[src/rtl/exec_controller.sv]
// Execution sequencer for the single-cycle CPU: produces the clock-enable that
// retires instructions, handling free-run, single-step, IN stalls and HLT.
module exec_controller #(
   parameter int DEBOUNCE_CYCLES = 50000,
   parameter int CNT_W           = 16
) (
   input  logic             CLK,
   input  logic             Reset,
   input  logic             Run_Mode,
   input  logic             Enter_Btn,
   input  logic             HLT,
   input  logic             InReq,
   output logic             CPU_En,
   output logic             In_Latch,
   output logic [2:0]       State,
   output logic             Halted,
   output logic [CNT_W-1:0] Instr_Count
);

   localparam int DW = $clog2(DEBOUNCE_CYCLES + 1);

   typedef enum logic [2:0] {
      RUN       = 3'd0,
      STEP_WAIT = 3'd1,
      WAIT_IN   = 3'd2,
      ISSUE     = 3'd3,
      HALTED    = 3'd4
   } state_t;

   state_t          state, nxt;
   logic [1:0]      sync;
   logic            db, db_q, press;
   logic [DW-1:0]   db_cnt;

   // Button path: two-flop synchronizer, then a level only moves after the
   // synchronized value has disagreed with it for DEBOUNCE_CYCLES samples.
   always_ff @(posedge CLK or negedge Reset) begin
      if (!Reset) begin
         sync   <= 2'b00;
         db     <= 1'b0;
         db_q   <= 1'b0;
         db_cnt <= '0;
      end else begin
         sync <= {sync[0], Enter_Btn};
         db_q <= db;
         if (sync[1] == db)
            db_cnt <= '0;
         else if (db_cnt == DW'(DEBOUNCE_CYCLES - 1)) begin
            db     <= sync[1];
            db_cnt <= '0;
         end else
            db_cnt <= db_cnt + DW'(1);
      end
   end

   assign press = db & ~db_q;

   // CPU_En and In_Latch must act in the same cycle as the decode, so the
   // transition logic is combinational and only the state is registered.
   always_comb begin
      nxt      = state;
      CPU_En   = 1'b0;
      In_Latch = 1'b0;
      case (state)
         RUN: begin
            if (HLT)            nxt = HALTED;
            else if (InReq)     nxt = WAIT_IN;
            else if (!Run_Mode) nxt = STEP_WAIT;
            else                CPU_En = 1'b1;
         end
         STEP_WAIT: begin
            if (Run_Mode)       nxt = RUN;
            else if (press) begin
               if (HLT)         nxt = HALTED;
               else if (InReq)  nxt = WAIT_IN;
               else             nxt = ISSUE;
            end
         end
         WAIT_IN: begin
            if (press) begin
               In_Latch = 1'b1;
               nxt      = ISSUE;
            end
         end
         ISSUE: begin
            CPU_En = 1'b1;
            nxt    = RUN;
         end
         HALTED:  nxt = HALTED;
         default: nxt = RUN;
      endcase
   end

   always_ff @(posedge CLK or negedge Reset) begin
      if (!Reset) begin
         state       <= RUN;
         Halted      <= 1'b0;
         Instr_Count <= '0;
      end else begin
         state       <= nxt;
         Halted      <= (nxt == HALTED);
         Instr_Count <= Instr_Count + CNT_W'(CPU_En);
      end
   end

   assign State = state;

endmodule

[config.mk]
export PLATFORM = sky130hd
export DESIGN_NAME = exec_controller
export DESIGN_NICKNAME = d
export VERILOG_FILES = /design/src/rtl/exec_controller.sv
export SDC_FILE = /design/constraint.sdc
export NUM_CORES = 1
export LEC_CHECK = 0
export ABC_AREA = 1
export BUFFER_PORTS_ARGS = -buffer_cell sky130_fd_sc_hd__clkbuf_2
export CAP_MARGIN = 0
export CORE_MARGIN = 5
export CORE_UTILIZATION = 35
export CTS_CLUSTER_SIZE = 8
export DETAILED_ROUTE_END_ITERATION = 8
export PLACE_DENSITY_LB_ADDON = 0.15
export SKIP_CTS_REPAIR_TIMING = 1
export SYNTH_ARGS = -nofsm -noshare
export SYNTH_HDL_FRONTEND = slang
export SYNTH_SLANG_ARGS = --single-unit
[constraint.sdc]
create_clock -name CLK -period 3.6 [get_ports CLK]
set_input_delay 0.18 -clock CLK [delete_from_list [all_inputs] [get_ports CLK]]
set_output_delay 0.18 -clock CLK [all_outputs]
set_load 0.1 [all_outputs]
==> run metrics, run 1 <==
outcome complete, no violations; Critical Path End Type register; Mapped Nets 233; H-tree depth 2; Yosys warnings 0; Sum Neg Setup Slack 0 ns; vias 1515; WP depth 9; dominant cell type by area after synthesis dfrtp_1; PwrDens 433 nW/µm²; max incr delay on CP 0.44 ns; Initial Util 0.355; Unique masters post-synth 21; HPWL after DPL slightly below 3000 µm; number of buffers created by CTS 5; routability cong. 0.832; share of cells above drive strength 1 0.150; Final #Nets 268; crit-path cells nor2_1, nand3_1, o31ai_4, ha_1, ha_1, nand3_1, nor2_1, nand3_1, xnor2_1; Max Cap Viol 0; drt drc 0; Worst Setup EP Instr_Count[14]$_DFF_PN0_; first-pass GRT wire length roughly 6900 µm; P&R area growth vs syn 17.8%; antenna-violating nets left 0; Critical Path RT roughly 3.8 ns; FMAX approximately 460 MHz; number of global-route vias before repair 1559; crit path time final 2.18 ns; IO Count 28; Sw Pwr 334 µW; DR iter-0 viols 39; Core ar. around 5400 µm²; WL per Instance 11.9 µm; final hold viol count 0; Seq/Total Area, Yosys 0.522; Final Util 0.418; clk_lat worst skew 0.29 ns; GRT Max-Usage Layer met2; leakage power total 1.07 nW; Yosys reg bits 40; r2r worst-path depth 9; Synth Cell Area 1920 µm²; drt total wl 3940 µm; Root Driver clkbuf_8; met1 track demand over resource 0.155; Startpoint Class register; Int Pwr 646 µW; worst min path class primary input to asynchronous set/reset pin; routing usage on met2 0.187; Slew @ Worst Pin 1.00 ns; Combinational Power Share 0.183; CP dominant cell by count nand3_1; port buffer count 27; worst r2r src State[1]$_DFF_PN0_; Setup CP Type register to register; relative slew slack 0.331; GRT Total Usage 0.123; CTS Buffer Depth 2; Fin Clk Skew 0.00732 ns; CTS sink cnt 40; Worst Path Buf+Inv 0; Yosys top cell area share 0.522; clk slew on worst S/H paths 0.08 ns; Ant. Diodes 0; Synth area leaders dfrtp_1 52%, nor2_1 8.8%, nand2_1 8.0%; DR vias/cell 4.56; Data arrival, critical path ~2.4 ns; global-route met3 utilization 0.0464; Die Area 7060 µm²; Die H 84.0 µm; Crit Path Max Fanout 7; Critical path origin State[1]$_DFF_PN0_; max-slew violations 0; DRT Pass-1 Iters 4; clock share of power 0.319; CTS tree yes; endpoints failing setup 0; switching share of power 0.341; VDD IR-drop max 0.000483 V; Sequential Power Share 0.498; die width around 84 µm; crit-path leading delay family simple AND/OR/NAND/NOR gates; FILL cells 551; Row Count 27; largest net degree at the start of global routing between 40 and 50; r2r endpoint Instr_Count[14]$_DFF_PN0_; RSZ-0062 raised after global routing false; Final Cycle Share 0.606; Avg Synthesized Cell Area around 8.6 µm²; grt ovf 0; Slowest cell on crit path dfrtp_1; synthesized instance count between 200 and 250; r2r setup slk 1.42 ns; initial antenna violation count 0
-- placed cells by master, fill, tap and decap left out, drive strengths merged --
cell,instances
nand3b,1
a21oi,5
nand4,3
o21bai,1
ha,3
nor3,6
dfrtp,40
xnor2,7
nand2,41
dlygate4sd3,1
clkinv,2
o21ai,4
a31oi,1
o22ai,1
nand3,24
xor2,12
nor2,45
nor3b,2
inv,25
o31ai,3
clkbuf,33
-- metrics by stage --
step	power (mW)	hold WS (ns)	cells	area, µm²	setup slack (ns)
after global placement	0.677	0.301	323	2160	1.46
final	0.980	0.0384	332	2260	1.42
after floorplan	0.635	-0.116	224	1930	0.209
after CTS	0.998	-0.0166	331	2250	1.40
after detailed placement	0.676	0.294	323	2160	1.40
after global routing	1.03	0.129	332	2260	1.20
-- cells in the mapped netlist (all sizes together) --
library cell	n
a21oi	5
inv	25
nand3	24
o31ai	3
nand4	3
nand2	41
nor3	6
dfrtp	40
o22ai	1
a31oi	1
o21bai	1
nand3b	1
xnor2	7
nor3b	2
nor2	45
xor2	12
ha	3
o21ai	4
-- cells by family (layout without fill, tap and decap cells) --
kind of cell,Yosys count,after routing,share of synthesized area
AO/OA/AOI/OAI,15,15,0.0457
flip-flops,40,40,0.522
buffers and inverters,25,61,0.0489
XOR/XNOR,19,19,0.0907
adder cells (fa/ha/maj),3,3,0.0196
AND/OR/NAND/NOR,122,122,0.273
-- final cells by class --
type | instances | area (µm²) | share of cell area
flip-flops and latches | 40 | 1000 | 0.443
well taps | 72 | 90.1 | 0.0399
repair buffers | 28 | 145 | 0.0642
inverters | 25 | 93.8 | 0.0415
clock buffers | 6 | 82.6 | 0.0365
multi-input cells | 159 | 837 | 0.370
clock inverters | 2 | 10.0 | 0.00443
-- routing by layer --
metal | vias up | share of wire
met4 | 0 | 0.014
li1 | 791 | -
met2 | 32 | 0.43
met1 | 685 | 0.51
met5 | - | 0
met3 | 7 | 0.041
-- registers in the layout (all words and copies together), names as in the netlist --
| name | cells |
|---|---|
| db_cnt | 16 |
| Instr_Count | 16 |
| State | 3 |
| sync | 2 |
| db | 1 |
| db_q | 1 |
| Halted | 1 |
-- power groups by stage --
| stage | logic, mW | clock network [mW] | registers [mW] |
|---|---|---|---|
| after floorplan | 0.0215 | 0 | 0.614 |
| after global placement | 0.180 | 0 | 0.496 |
| after detailed placement | 0.180 | 0 | 0.496 |
| after CTS | 0.180 | 0.330 | 0.487 |
| after global routing | 0.187 | 0.350 | 0.490 |
| final | 0.179 | 0.313 | 0.488 |
-- worst min-delay path by stage --
stage / from / to
floorplan: Reset / Halted$_DFF_PN0_
global placement: Enter_Btn / sync[0]$_DFF_PN0_
detailed placement: Enter_Btn / sync[0]$_DFF_PN0_
CTS: Enter_Btn / sync[0]$_DFF_PN0_
global route: Reset / db_cnt[8]$_DFF_PN0_
finish: Reset / db_cnt[10]$_DFF_PN0_
-- worst reg2reg max path, cell delays in order, from the launching register on --
cell     delay [ns]
dfrtp_1        0.44
nor2_1         0.19
nand3_1        0.13
o31ai_4        0.21
ha_1           0.20
ha_1           0.18
nand3_1        0.12
nor2_1         0.31
nand3_1        0.15
xnor2_1        0.14
Power figures use the tool's default switching activity.
==> run 2: changes to the inputs <==
--- a/config.mk
+++ b/config.mk
@@ -5,7 +5,7 @@
 export SDC_FILE = /design/constraint.sdc
 export NUM_CORES = 1
 export LEC_CHECK = 0
-export ABC_AREA = 1
+export ABC_AREA = 0
 export BUFFER_PORTS_ARGS = -buffer_cell sky130_fd_sc_hd__clkbuf_2
 export CAP_MARGIN = 0
 export CORE_MARGIN = 5
==> constraint.sdc (replaced) <==
create_clock -name CLK -period 1.85 [get_ports CLK]
set_input_delay 0.0925 -clock CLK [delete_from_list [all_inputs] [get_ports CLK]]
set_output_delay 0.0925 -clock CLK [all_outputs]
set_load 0.1 [all_outputs]
==> run metrics, run 2 <==
outcome finished, violations left; violated checks setup timing; number of buffers created by CTS 5; Seq/Total Area, Yosys 0.556; first-pass GRT wire length 6550 µm; WL per Instance 13.3 µm; Final #Nets about 210; Fin Clk Skew 0.0127 ns; Unique masters post-synth 30; Yosys top cell area share 0.556; max incr delay on CP 0.51 ns; P&R area growth vs syn 30.1%; Mapped Nets 174; clk_lat worst skew 0.29 ns; clock share of power 0.367; setup ws final -0.0612 ns; initial antenna violation count 0; FILL cells 470; CTS Buffer Depth 2; design area around 2300 µm²; IO Count 28; PwrDens 845 nW/µm²; endpoints failing setup 4; GRT Total Usage 0.125; HPWL after DPL about 2700 µm; EDFF count, synth 0; CTS tree yes; die width 81.8 µm; Initial Util 0.357; Int Pwr 1.36 mW; Synth area leaders dfrtp_1 56%, xnor2_1 10%, nor2_1 4.8%; crit path time final 1.91 ns; Setup CP Type register to register; clk slew on worst S/H paths around 0.090 ns; Core ar. about 5000 µm²; Final Cycle Share 1.03; Row Count 26; Avg Synthesized Cell Area 10.9 µm²; Ant. Diodes 0; DR iter-0 viols 79; Sw Pwr roughly 620 µW; antenna-violating nets left 0; Worst Path Buf+Inv 1; Die H 81.8 µm; vias 1331; Register Area 1010 µm²; commonest non-fill, non-tap cell in the layout dfrtp_1; Multi-input gate area 885 µm²; share of cells above drive strength 1 0.311; max-slew violations 0; Main synth FF type dfrtp_1; relative slew slack 0.527; dominant cell type by area after synthesis dfrtp_1; largest net degree at the start of global routing 30; worst min path class primary input to register; H-tree depth 2; most numerous cell in the Yosys netlist dfrtp_1; synthesized instance count 165; Post-synth top cells 40 x dfrtp_1, 23 x nor2_1, 21 x xnor2_1; Synth Cell Area 1800 µm²; Yosys reg bits 40; CTS sink cnt 40; routability cong. 0.870; number of global-route vias before repair 1398; switching share of power 0.312; RSZ-0062 raised after global routing true; Yosys warnings 0; Die Area 6680 µm²; most frequent cells in the layout 38 x dfrtp_1, 25 x clkbuf_2, 21 x xnor2_1, 20 x nor2_1; port buffer count 27; Root Driver clkbuf_8; leakage power total 1.03 nW; grt ovf 0; placed cell area ~2200 µm²; Crit Path Max Fanout 4; Sequential Power Share 0.484; Critical Path End Type register; crit-path leading delay family simple AND/OR/NAND/NOR gates; drt total wl 3680 µm; drt drc 0; DRT Pass-1 Iters 4; FFs w/ async S/R, synth 1.00; worst slack at placement -0.0851 ns; Combinational Power Share 0.150; VDD IR-drop max approximately 0.00069 V; final hold viol count 0; crit-path cells nor4_4, a22oi_2, nor2_4, ha_4, nand3_4, or2_4, buf_6, xnor2_1; Data arrival, critical path between 2 and 2.5 ns; Slew @ Worst Pin 0.709 ns; Slowest cell on crit path dfrtp_4; Critical Path RT 2.03 ns; FMAX 523 MHz; Max Cap Viol 0; Startpoint Class register; DR vias/cell 4.82
## run 2: through the flow
stage | hold WS [ns] | total power, mW | TNS, ns | instances | util
detailed placement | 0.186 | 1.27 | -0.173 | 265 | 0.428
CTS | -0.143 | 2.00 | -0.352 | 273 | 0.451
finish | 0.0961 | 1.98 | -0.186 | 276 | 0.465
global placement | 0.177 | 1.26 | -0.0200 | 265 | 0.428
floorplan | -0.203 | 1.19 | -12.13 | 165 | -
global route | 0.103 | 2.07 | -0.751 | 276 | 0.465
## run 2: worst paths after layout
path,startpoint,to,slack (ns),cells past startpoint
min,Run_Mode,State[0]$_DFF_PN0_,0.1,3
max,State[1]$_DFF_PN0_,Instr_Count[7]$_DFF_PN0_,-0.06,8
min in group asynchronous,Reset,db_cnt[1]$_DFF_PN0_,0.39,2
min reg2reg,sync[0]$_DFF_PN0_,sync[1]$_DFF_PN0_,0.35,0
max in group asynchronous,Reset,db_cnt[15]$_DFF_PN0_,0.82,3
max reg2reg,State[1]$_DFF_PN0_,Instr_Count[7]$_DFF_PN0_,-0.06,8
## run 2: tightest hold or removal path, delay by kind of cell
kind / cells / cell delay, ns
and+or+nand+nor: 1 / 0.10
buffers and inverters: 1 / 0.11
AOI/OAI and AO/OA: 1 / 0.06
## run 2: power groups by stage
stage | Sequential, mW | Clock [mW] | Combinational [mW]
after floorplan | 1.16 | 0 | 0.0348
after global placement | 0.971 | 0 | 0.292
after detailed placement | 0.973 | 0 | 0.295
after CTS | 0.956 | 0.751 | 0.295
after global routing | 0.964 | 0.795 | 0.313
final | 0.958 | 0.727 | 0.296
## run 2: layer usage
metal,track usage,wire length [µm],up-vias,part of all wire
met3,0.0362,142,6,0.039
met4,0.0399,47,0,0.013
met2,0.197,1760,30,0.48
li1,-,-,648,-
met1,0.165,1730,647,0.47
met5,0,0,-,0
## run 2: layout make-up
class,instances,area share
Sequential cell,40,0.430
Timing Repair Buffer,36,0.0977
Inverter,5,0.00801
Clock inverter,3,0.0198
Multi-Input combinational cell,117,0.377
Tap cell,70,0.0374
Clock buffer,5,0.0294
## run 2: cell families (layout without fill, tap and decap cells)
logic type,Yosys count,in the layout,share of synthesized area
mux,1,1,0.00625
flops,40,40,0.556
fa+ha+maj,3,3,0.0208
simple gates,76,76,0.232
compound gates,9,9,0.0326
buf+inv,8,49,0.0167
xor+xnor,28,28,0.136
==> run 3: changes to the inputs <==
--- a/config.mk
+++ b/config.mk
@@ -9,7 +9,7 @@
 export BUFFER_PORTS_ARGS = -buffer_cell sky130_fd_sc_hd__clkbuf_2
 export CAP_MARGIN = 0
 export CORE_MARGIN = 5
-export CORE_UTILIZATION = 35
+export CORE_UTILIZATION = 45
 export CTS_CLUSTER_SIZE = 8
 export DETAILED_ROUTE_END_ITERATION = 8
 export PLACE_DENSITY_LB_ADDON = 0.15
==> run metrics, run 3 (synthesis results as in run 2) <==
outcome finished, violations left; violated checks setup timing; CTS tree yes; VDD IR-drop max approximately 0.00071 V; antenna-violating nets left 0; Placed Instances 248; Slew @ Worst Pin 0.552 ns; Max Cap Viol 0; leakage power total 1.04 nW; worst hold path depth 3; Initial Util 0.457; Sum Neg Setup Slack -0.0260 ns; Fin Clk Skew ~0.0086 ns; PwrDens 791 nW/µm²; relative slew slack 0.633; P&R area growth vs syn 27.9%; drt total wl 3620 µm; Ant. Diodes 0; HPWL after DPL ~2600 µm; Die Area 5370 µm²; final hold viol count 0; Final Util 0.585; initial antenna violation count 0; Die H ~73 µm; clk slew on worst S/H paths 0.08 ns; Crit Path Max Fanout 3; number of buffers created by CTS 5; number of global-route vias before repair 1399; Core ar. 3940 µm²; Row Count 23; DR vias/cell about 5.2; RSZ-0062 raised after global routing true; DR iter-0 viols 61; FMAX 533 MHz; WL per Instance 14.0 µm; first-pass GRT wire length 6350 µm; Final Cycle Share 1.01; worst slack at placement -0.0819 ns; commonest non-fill, non-tap cell in the layout dfrtp_1; clk_lat worst skew slightly below 0.3 ns; CTS sink cnt 40; Setup CP Type register to register; DRT Pass-1 Iters 4; Post-Layout Cell Count 259; Final #Nets 217; r2r worst-path depth 8; drt drc 0; setup ws final -0.0260 ns; GRT Total Usage 0.153; grt ovf 0; vias 1341; routability cong. 0.748; port buffer count 27; largest net degree at the start of global routing 26; H-tree depth 2; Critical Path End Type register; CTS Buffer Depth 2; most frequent cells in the layout 38 x dfrtp_1, 25 x clkbuf_2, 20 x xnor2_1, 20 x nor2_1, 11 x buf_4; share of cells above drive strength 1 0.321; Data arrival, critical path 2.09 ns; Root Driver clkbuf_8; Startpoint Class register; max-slew violations 0; endpoints failing setup 1; IO Count 28; die width around 73 µm; Critical Path RT 2.07 ns; crit path time final 1.88 ns; worst min path class primary input to register
run 3: cell types whose count changed in the layout (fill, tap and decap cells not counted), sizes merged:
cell	change
buf	+3
clkinv	+3
bufinv	-1
clkinvlp	-1
inv	-1
run 3: area by class of cell:
class / count / area (µm²)
Clock buffer: 5 / 68.8
Clock inverter: 3 / 18.8
Fill cell: 328 / 1640
Inverter: 5 / 18.8
Multi-Input combinational cell: 117 / 880
Sequential cell: 40 / 1010
Tap cell: 50 / 62.6
Timing Repair Buffer: 39 / 248
run 3: critical path, cell delays in order (launching register included):
cell	delay, ns
dfrtp_4	0.49
nor4_4	0.27
a22oi_2	0.10
nor2_4	0.13
ha_4	0.17
nand3_2	0.11
or2_4	0.28
nor2_2	0.12
xor2_1	0.15
run 3: path summary, 6_finish.rpt:
kind | from | to | slack, ns
max reg2reg | State[0]$_DFF_PN0_ | Instr_Count[11]$_DFF_PN0_ | -0.03
min reg2reg | sync[0]$_DFF_PN0_ | sync[1]$_DFF_PN0_ | 0.36
min in group asynchronous | Reset | db_cnt[7]$_DFF_PN0_ | 0.29
max | State[0]$_DFF_PN0_ | Instr_Count[11]$_DFF_PN0_ | -0.03
max in group asynchronous | Reset | State[0]$_DFF_PN0_ | 1.24
min | Run_Mode | State[0]$_DFF_PN0_ | 0.10
run 3: where the power goes:
group / switching, mW / internal [mW] / total, mW
logic: 0.249 / 0.0524 / 0.302
registers: 0.0502 / 0.907 / 0.957
clock network: 0.302 / 0.263 / 0.565
total: 0.602 / 1.22 / 1.82
run 3: stage by stage:
stage,total power [mW],area (µm²),hold WS (ns)
after floorplan,1.19,1900,-0.203
after global placement,1.26,2160,0.0595
after detailed placement,1.28,2160,0.0672
after CTS,1.85,2240,-0.255
after global routing,1.91,2300,0.129
final,1.82,2300,0.103
run 3: routing by layer:
layer / track usage / up-vias / part of all wire
met3: 0.0479 / 4 / 0.050
met4: 0.0553 / 0 / 0.0058
met2: 0.243 / 33 / 0.50
met5: 0 / - / 0
li1: - / 660 / -
met1: 0.195 / 644 / 0.45
